`src/rtl/fs_prime_pkg.sv`:
```
// Shared milestone-2 definitions for the fetch-S' block: FSM states, segment offsets, limits.
package fs_prime_pkg;

    typedef enum logic [1:0] {
        S_FS_IDLE,
        S_FS_ISSUE,
        S_FS_DRAIN,
        S_FS_DONE
    } FS_state_type;

    localparam int unsigned SP_Y_OFS  = 0;
    localparam int unsigned SP_U_OFS  = 76800;
    localparam int unsigned SP_V_OFS  = 115200;
    localparam int unsigned STRIDE_Y  = 320;
    localparam int unsigned STRIDE_UV = 160;
    localparam int unsigned RB_MAX    = 29;
    localparam int unsigned CB_MAX_Y  = 39;
    localparam int unsigned CB_MAX_UV = 19;

    localparam logic [1:0] PLANE_Y = 2'd0;
    localparam logic [1:0] PLANE_U = 2'd1;
    localparam logic [1:0] PLANE_V = 2'd2;

    function automatic logic fs_legal(input logic [1:0] plane, input logic [4:0] rb,
                                      input logic [5:0] cb);
        logic [5:0] cb_max;
        cb_max = (plane == PLANE_Y) ? 6'(CB_MAX_Y) : 6'(CB_MAX_UV);
        return (plane != 2'd3) && (rb <= 5'(RB_MAX)) && (cb <= cb_max);
    endfunction

endpackage

```
`src/rtl/fs_prime_addr_gen.sv`:
```
// Combinational S' SRAM address generator: base + (RB*8+r)*stride + CB*8+c, shift-add only.
module fs_prime_addr_gen
    import fs_prime_pkg::*;
#(
    parameter int unsigned SP_BASE = 76800
) (
    input  logic [1:0]  plane,
    input  logic [4:0]  rb,
    input  logic [5:0]  cb,
    input  logic [2:0]  r,
    input  logic [2:0]  c,
    output logic [17:0] addr
);

    localparam logic [17:0] BASE_Y = 18'(SP_BASE + SP_Y_OFS);
    localparam logic [17:0] BASE_U = 18'(SP_BASE + SP_U_OFS);
    localparam logic [17:0] BASE_V = 18'(SP_BASE + SP_V_OFS);

    logic [7:0]  row;
    logic [8:0]  col;
    logic [17:0] row_w;
    logic [17:0] base;
    logic [17:0] row_ofs;

    always_comb begin
        // RB*8+r and CB*8+c are plain concatenations since r, c are 3 bits
        row     = {rb, r};
        col     = {cb, c};
        row_w   = {10'd0, row};
        base    = BASE_Y;
        row_ofs = (row_w << 8) + (row_w << 6);
        case (plane)
            PLANE_U: begin
                base    = BASE_U;
                row_ofs = (row_w << 7) + (row_w << 5);
            end
            PLANE_V: begin
                base    = BASE_V;
                row_ofs = (row_w << 7) + (row_w << 5);
            end
            default: ;
        endcase
        addr = base + row_ofs + {9'd0, col};
    end

endmodule

```
`src/rtl/fs_prime.sv`:
```
// Fetch-S' block: reads one 8x8 S' block from SRAM and writes it sign-extended to DP-RAM port A.
module fs_prime
    import fs_prime_pkg::*;
#(
    parameter int unsigned SRAM_LAT = 2,
    parameter int unsigned SP_BASE  = 76800,
    parameter int unsigned DP_BASE  = 0
) (
    input  logic        CLOCK_50_I,
    input  logic        Reset,
    input  logic        FS_start,
    input  logic [1:0]  FS_plane,
    input  logic [4:0]  FS_RB,
    input  logic [5:0]  FS_CB,
    output logic [17:0] SRAM_address,
    output logic        SRAM_we_n,
    input  logic [15:0] SRAM_read_data,
    output logic [6:0]  DP_address,
    output logic [31:0] DP_write_data,
    output logic        DP_we,
    output logic        FS_busy,
    output logic        FS_done,
    output logic        FS_err
);

    FS_state_type state_q, state_d;

    logic [1:0]  plane_q;
    logic [4:0]  rb_q;
    logic [5:0]  cb_q;
    logic [5:0]  idx_q;
    logic [SRAM_LAT-1:0] vld_q;
    logic [5:0]  idx_pipe_q [SRAM_LAT];

    logic        idle;
    logic        issuing;
    logic        start_ok;
    logic        start_bad;
    logic        addr_load;
    logic [1:0]  ag_plane;
    logic [4:0]  ag_rb;
    logic [5:0]  ag_cb;
    logic [5:0]  ag_idx;
    logic [17:0] ag_addr;

    assign idle      = (state_q == S_FS_IDLE);
    assign issuing   = (state_q == S_FS_ISSUE);
    assign start_ok  = idle && FS_start && fs_legal(FS_plane, FS_RB, FS_CB);
    assign start_bad = idle && FS_start && !fs_legal(FS_plane, FS_RB, FS_CB);

    // The address register is preloaded with element 0 at start, then always one index ahead.
    assign ag_plane  = idle ? FS_plane : plane_q;
    assign ag_rb     = idle ? FS_RB : rb_q;
    assign ag_cb     = idle ? FS_CB : cb_q;
    assign ag_idx    = idle ? 6'd0 : idx_q + 6'd1;
    assign addr_load = start_ok || (issuing && idx_q != 6'd63);

    fs_prime_addr_gen #(
        .SP_BASE(SP_BASE)
    ) u_addr_gen (
        .plane(ag_plane),
        .rb   (ag_rb),
        .cb   (ag_cb),
        .r    (ag_idx[5:3]),
        .c    (ag_idx[2:0]),
        .addr (ag_addr)
    );

    always_comb begin
        state_d = state_q;
        unique case (state_q)
            S_FS_IDLE:  if (start_ok) state_d = S_FS_ISSUE;
            S_FS_ISSUE: if (idx_q == 6'd63) state_d = S_FS_DRAIN;
            S_FS_DRAIN: if (vld_q == '0) state_d = S_FS_DONE;
            S_FS_DONE:  state_d = S_FS_IDLE;
            default:    state_d = S_FS_IDLE;
        endcase
    end

    always_ff @(posedge CLOCK_50_I or posedge Reset) begin
        if (Reset) begin
            state_q       <= S_FS_IDLE;
            plane_q       <= '0;
            rb_q          <= '0;
            cb_q          <= '0;
            idx_q         <= '0;
            vld_q         <= '0;
            for (int i = 0; i < SRAM_LAT; i++) idx_pipe_q[i] <= '0;
            SRAM_address  <= '0;
            DP_address    <= 7'(DP_BASE);
            DP_write_data <= '0;
            DP_we         <= 1'b0;
            FS_err        <= 1'b0;
        end else begin
            state_q <= state_d;
            if (idle && FS_start) begin
                plane_q <= FS_plane;
                rb_q    <= FS_RB;
                cb_q    <= FS_CB;
                idx_q   <= '0;
            end else if (issuing) begin
                idx_q <= idx_q + 6'd1;
            end
            if (addr_load) SRAM_address <= ag_addr;
            FS_err <= start_bad;

            vld_q[0]      <= issuing;
            idx_pipe_q[0] <= idx_q;
            for (int i = 1; i < SRAM_LAT; i++) begin
                vld_q[i]      <= vld_q[i-1];
                idx_pipe_q[i] <= idx_pipe_q[i-1];
            end

            DP_we <= vld_q[SRAM_LAT-1];
            if (vld_q[SRAM_LAT-1]) begin
                DP_address    <= 7'(DP_BASE) + {1'b0, idx_pipe_q[SRAM_LAT-1]};
                DP_write_data <= {{16{SRAM_read_data[15]}}, SRAM_read_data};
            end
        end
    end

    assign SRAM_we_n = 1'b1;
    assign FS_busy   = (state_q == S_FS_ISSUE) || (state_q == S_FS_DRAIN);
    assign FS_done   = (state_q == S_FS_DONE);

endmodule

```
`config.mk`:
```
export PLATFORM = sky130hd
export DESIGN_NAME = fs_prime
export DESIGN_NICKNAME = d
export VERILOG_FILES = /design/src/rtl/fs_prime_pkg.sv /design/src/rtl/fs_prime_addr_gen.sv /design/src/rtl/fs_prime.sv
export SDC_FILE = /design/constraint.sdc
export NUM_CORES = 1
export LEC_CHECK = 0
export BUFFER_PORTS_ARGS = -buffer_cell sky130_fd_sc_hd__buf_2
export CAP_MARGIN = 30
export CORE_MARGIN = 4
export CORE_UTILIZATION = 55
export DETAILED_ROUTE_END_ITERATION = 6
export PLACE_DENSITY = 0.79
export SYNTH_ARGS = -nofsm -noshare
export SYNTH_HDL_FRONTEND = slang
export SYNTH_SLANG_ARGS = --single-unit
```
`constraint.sdc`:
```
create_clock -name CLOCK_50_I -period 13.1 [get_ports CLOCK_50_I]
set_input_delay 2.62 -clock CLOCK_50_I [delete_from_list [all_inputs] [get_ports CLOCK_50_I]]
set_output_delay 2.62 -clock CLOCK_50_I [all_outputs]
set_load 0.005 [all_outputs]
```
# Word level (Yosys, flattened, before mapping)

Cells that the tools add are included.

Equality and inequality tests: 11
Div/mod/pow operators: 0
Multipliers: 0
Bitwise logic cells: 0
Reductions and logical operators: 15
Order comparisons: 2
Mux-type cells: 13
$add $sub $neg: 5
Shift operators: 0

Operators by type and width:

| operator            | number |
|---|---|
| $pmux 18 s2         | 1 |
| $mux 6              | 5 |
| $add 18x18->18      | 1 |
| $add 18x9->18       | 1 |
| $mux 18             | 1 |
| $add 16x14->17      | 1 |
| $add 15x13->16      | 1 |
| $mux 2              | 4 |
| $pmux 2 s4          | 1 |
| $add 6x1->6 const B | 1 |
| $eq 2x2->1 const B  | 3 |
| $eq 6x6->1 const B  | 1 |
| $le 6x6->1          | 1 |
| $logic_and 1x1->1   | 6 |
| $logic_not 2->1     | 3 |
| $ne 6x6->1 const B  | 1 |
| $le 5x5->1 const B  | 1 |
| $mux 5              | 1 |
| $eq 2x1->1 const B  | 2 |
| $ne 2x1->1 const B  | 2 |
| $ne 2x2->1 const B  | 2 |
| $reduce_and 3->1    | 1 |
| $logic_or 1x1->1    | 2 |
| $reduce_bool 2->1   | 1 |
| 2 further kinds     | 2 |

Output and inout port bits: 62
Latch bits: 0
Bits in read-only memories: 0
Bits of input ports: 32
Flip-flop bits (word level): 77
Memories kept: 0
RAM bits: 0

# Logic depth before layout (Yosys ltp)

Word-level depth: 7
Gate-level depth with buffers: 22

# Modules after synthesis

A second synthesis with hierarchy kept.

Cells, all modules: 417
Area total of the unflattened synthesis: 4,464.3 µm²

Modules (own cells, without submodules):

| module            | instances | area an instance (µm²) | cells an instance |
|---|---|---|---|
| fs_prime          | 1         | 3,389.5                | 268 |
| fs_prime_addr_gen | 1         | 1,074.8                | 149 |

# Least setup slack after synthesis

Ideal clock, no wire load.

Kind: input -> register
Start: input FS_RB[3]
End: register SRAM_address[15]
Stages: 17
Data arrival time: 5,731 ps
Setup slack: 7,242 ps
Library setup time: 127 ps
Path through: mux2i_1 -> inv_1 -> ha_1 -> clkbuf_1 -> o21a_1 -> o21ai_0 -> nor3_1 -> a221oi_1 -> a21oi_1 -> nor2_1 -> ha_1 -> o21a_1 -> nor2_1 -> a31oi_1 -> o41ai_2 -> mux2i_1 -> nand3_1

Cells in the longest elaborated chain, start to end: 5

Ends and longest elaborated chain:

| what                                                       | RTL line                                | text |
|---|---|---|
| from (decl)                                                | fs_prime.sv:13                          | `input logic [4:0] FS_RB,` |
| $mux 5 / $le 5x5->1 (equally long branches)                | fs_prime.sv:53, fs_prime_pkg.sv:28      |  |
| $add 16x14->17 (tied with other cells)                     | fs_prime_addr_gen.sv:31                 | `row_ofs = (row_w << 8) + (row_w << 6);` |
| $mux 18 / $logic_and 1x1->1 (equally long branches)        | --                                      |  |
| $add 18x18->18 / $logic_and 1x1->1 (equally long branches) | fs_prime_addr_gen.sv:43, fs_prime.sv:48 |  |
| $add 18x9->18 / $logic_or 1x1->1 (equally long branches)   | fs_prime_addr_gen.sv:43, fs_prime.sv:56 |  |
| to (signal assigned)                                       | fs_prime.sv:104                         | `if (addr_load) SRAM_address <= ag_addr;` |
| to (decl)                                                  | fs_prime.sv:15                          | `output logic [17:0] SRAM_address,` |

Parallel ways exist; a longest one is shown, timed or not.
A chain may end at the register's enable or synchronous reset.

# Final worst setup path

Ends and elaborated chain as after synthesis.

==> flow_metrics.env <==
export IMPL_critPathSlowestCell="a221oi_1"
export IMPL_die_w_um=97.82
export IMPL_vias_per_cell=5.387
export IMPL_initial_core_util_pct=57.12
export IMPL_fp_dieArea_um2=9568
export IMPL_required_ns=13.35
export IMPL_slew_viol_final=0
export IMPL_syn_inst=442
export IMPL_layout_common_cells="buf_2, dfrtp_1, nand2_1"
export IMPL_register_area_um2=1927
export IMPL_numPortBuffers=91
export IMPL_ant_nets=0
export IMPL_first_pass_iters=4
export IMPL_grt_pass1_wl_um=15040
export IMPL_fillCellCount=638
export IMPL_max_slew_worst_pin_slew_ns=0.9069
export IMPL_final_nets=568
export IMPL_status="completed"
export IMPL_ys_seq_area_share_pct=43.43
export IMPL_core_um2=7767
export IMPL_p_leak_uw=0.002503
export IMPL_overflow=0
export IMPL_arrival_ns=6.34
export IMPL_synth_edf_count=0
export IMPL_synth_area_per_cell_um2=10.04
export IMPL_die_height_um=97.82
export IMPL_drc=0
export IMPL_grt_pass1_vias=3163
export IMPL_synth_main_ff_cell="dfrtp_1"
export IMPL_rr_worst_depth=19
export IMPL_cts_sink_count=77
export IMPL_setup_tns_ns=0
export IMPL_synth_simple_gate_area_share_pct=14.58
export IMPL_cts_buffer_depth=2
export IMPL_grt_use_total_pct=19.20
export IMPL_syn_to_final_growth_pct=12.83
export IMPL_synthMuxAreaShare_pct=10.60
export IMPL_peakVddDrop_uv=264.0
export IMPL_grt_max_degree=78
export IMPL_multiInputGateArea_um2=2175
export IMPL_postCtsHoldBufs=0
export IMPL_crit_end="SRAM_address[15]"
export IMPL_rsz0062_at_grt="no"
export IMPL_wl_um=8877
export IMPL_synthesis_area_um2=4437
export IMPL_grt_antenna_before_repair=0
export IMPL_synthTopCellsByArea="dfrtp_1, mux2_2, ha_1, nand2_1, buf_4"
export IMPL_startpoint_type="input pin"
export IMPL_worstSetupEndpointType="flop"
export IMPL_cap_viol_max_count=0
export IMPL_drive_above_1_share_pct=30.43
export IMPL_vias=3329
export IMPL_utilization_pct=64.45
export IMPL_relSlewSlack_pct=39.54
export IMPL_drtIter0Drc=112
export IMPL_timing_final_crit_period_ns=6.096
export IMPL_place_congestion=0.8594
export IMPL_hold_viol=0
export IMPL_async_flop_share_pct=100.0
export IMPL_fmax_ghz=0.1640
export IMPL_reg2reg_from="state_q[0]"
export IMPL_io_pins=94
export IMPL_path_clk_slew_ns=0.10
export IMPL_r2r_end="SRAM_address[15]"
export IMPL_clkLatencyLatePin_ns=0.36
export IMPL_startpoint="FS_RB[3]"
export IMPL_synth_fp_nets=499
export IMPL_cp_cell_sequence="buf_2 > mux2i_1 > inv_1 > ha_1 > o21a_1 > o21ai_0 > nor3_1 > a221oi_1 > a21oi_1 > nor2_1 > ha_1 > o21a_1 > nor2_1 > a31oi_1 > o41ai_2 > mux2i_1 > nand3_1"
export IMPL_postCtsSetupRepairBufs=0
export IMPL_dp_hpwl_um=6624
export IMPL_wl_per_cell_um=14.36
export IMPL_cp_slowest_stage_delay_ns=0.58
export IMPL_finalSetupViolations=0
export IMPL_synth_top_area_share_pct=43.43
export IMPL_cts_buffers=9
export IMPL_cts_resized=0
export IMPL_synth_xor_area_share_pct=4.343
export IMPL_cts_tree="built"
export IMPL_synth_compound_area_share_pct=11.82
export IMPL_synthAdderAreaFrac_pct=7.389
export IMPL_synth_top_family_by_area="simple AND/OR/NAND/NOR gates"
export IMPL_synthDistinctLibCells=55
export IMPL_diodes=0
export IMPL_root_buffer="clkbuf_8"
export IMPL_fin_skew_ns=0.007398
export IMPL_reg2reg_slack_ns=8.23
export IMPL_period_share_pct=46.53
export IMPL_powerDensity_nw_per_um2=315.5
export IMPL_ys_seq_elements=77
export IMPL_htree_num_levels=3
export IMPL_layout_commonest_cell="buf_2"
export IMPL_path_max_fanout=9
export IMPL_ys_warn_count=0
export IMPL_hold_path_class="flop to flop"
export IMPL_yosysTopAreaCell="dfrtp_1"
export IMPL_num_rows=32
export IMPL_path_class="input pin to flop"
==> sequential cells by signal, summed over array words and instances (netlist names), 2 cells and up <==
name           cells
plane_q            2
SRAM_address      18
idx_pipe_q        12
state_q            2
DP_address         6
cb_q               6
rb_q               5
DP_write_data     16
idx_q              6
vld_q              2
==> routing by layer <==
layer  up-vias  routed length [um]  global-route usage (%)  part of all wire [%]
met5         -                   0                       0                     0
met4         0                 138                   6.922                   1.6
met3        12                 468                   3.929                   5.3
met2        91                4405                   33.05                    50
met1      1592                3865                   24.01                    44
li1       1634                   -                       -                     -
==> stage by stage <==
| stage | hold slack (ns) | cell area (um2) | worst slack (ns) | power (uW) | instances |
|---|---|---|---|---|---|
| after floorplan | 0.3312 | 4437 | 7.242 | 1213 | 442 |
| after global placement | 0.3324 | 4778 | 6.887 | 1366 | 601 |
| after detailed placement | 0.3364 | 4778 | 6.666 | 1403 | 601 |
| after CTS | 0.3553 | 4979 | 7.060 | 1589 | 617 |
| after global routing | 0.3478 | 5006 | 6.703 | 1725 | 618 |
| final | 0.3553 | 5006 | 7.004 | 1580 | 618 |
==> cell families (layout without fill, tap and decap cells) <==
logic type,after synthesis,in the layout
DFF,77,77
and+or+nand+nor,144,144
xor gates and xnor gates,22,22
adders and majority gates,25,25
buffers and inverters,55,129
muxes,43,43
other,2,2
AOI/OAI and AO/OA,74,74
==> where the power goes <==
group          internal, uW  switching [uW]  leakage, uW
clock network          76.0             105     0.000103
logic                   454             547      0.00144
registers               335            63.2     0.000962
total                   864             715      0.00250
==> worst max-delay path, delay by kind of cell <==
kind | cells | cell delay, ns
buf+inv | 2 | 0.29
compound gates | 7 | 1.57
fa+ha+maj | 2 | 0.69
simple gates | 4 | 0.55
mux | 2 | 0.62
==> how the worst min path moves through the flow <==
stage          slack, ns  cells after the start            end           from
6_report            0.36                      0  idx_pipe_q[2]  idx_pipe_q[8]
5_1_grt             0.35                      0  idx_pipe_q[2]  idx_pipe_q[8]
4_1_cts             0.36                      0  idx_pipe_q[2]  idx_pipe_q[8]
3_5_place_dp        0.34                      0  idx_pipe_q[0]  idx_pipe_q[6]
3_3_place_gp        0.33                      0  idx_pipe_q[0]  idx_pipe_q[6]
2_1_floorplan       0.33                      0  idx_pipe_q[0]  idx_pipe_q[6]
==> cell type report <==
type	count	area share, %
multi-input cells	310	43.44
flip-flops and latches	77	38.49
repair buffers	96	10.25
well taps	102	2.549
clock buffers	9	2.474
clock inverters	7	1.525
inverters	17	1.275
==> synthesized netlist by cell type (2+ instances only) <==
master	n
o211ai_1	2
buf_1	3
a32oi_1	2
clkbuf_8	4
nand3_1	12
nor3_1	7
buf_6	3
o21a_1	3
a21oi_1	23
ha_1	23
nand2_1	71
inv_1	17
and3_1	2
nor3b_1	2
o21ai_0	13
buf_4	19
nor2_1	33
a31oi_1	4
a22oi_1	2
nand4_1	4
a21o_2	2
o21ai_1	2
conb_1	2
mux2_2	32
a21o_1	4
fa_1	2
xnor2_1	16
and3b_1	2
xor2_1	6
dfrtp_1	77
o21bai_1	2
mux2i_1	11
clkbuf_1	9
o31ai_1	5
Power figures use the tool's default switching activity.
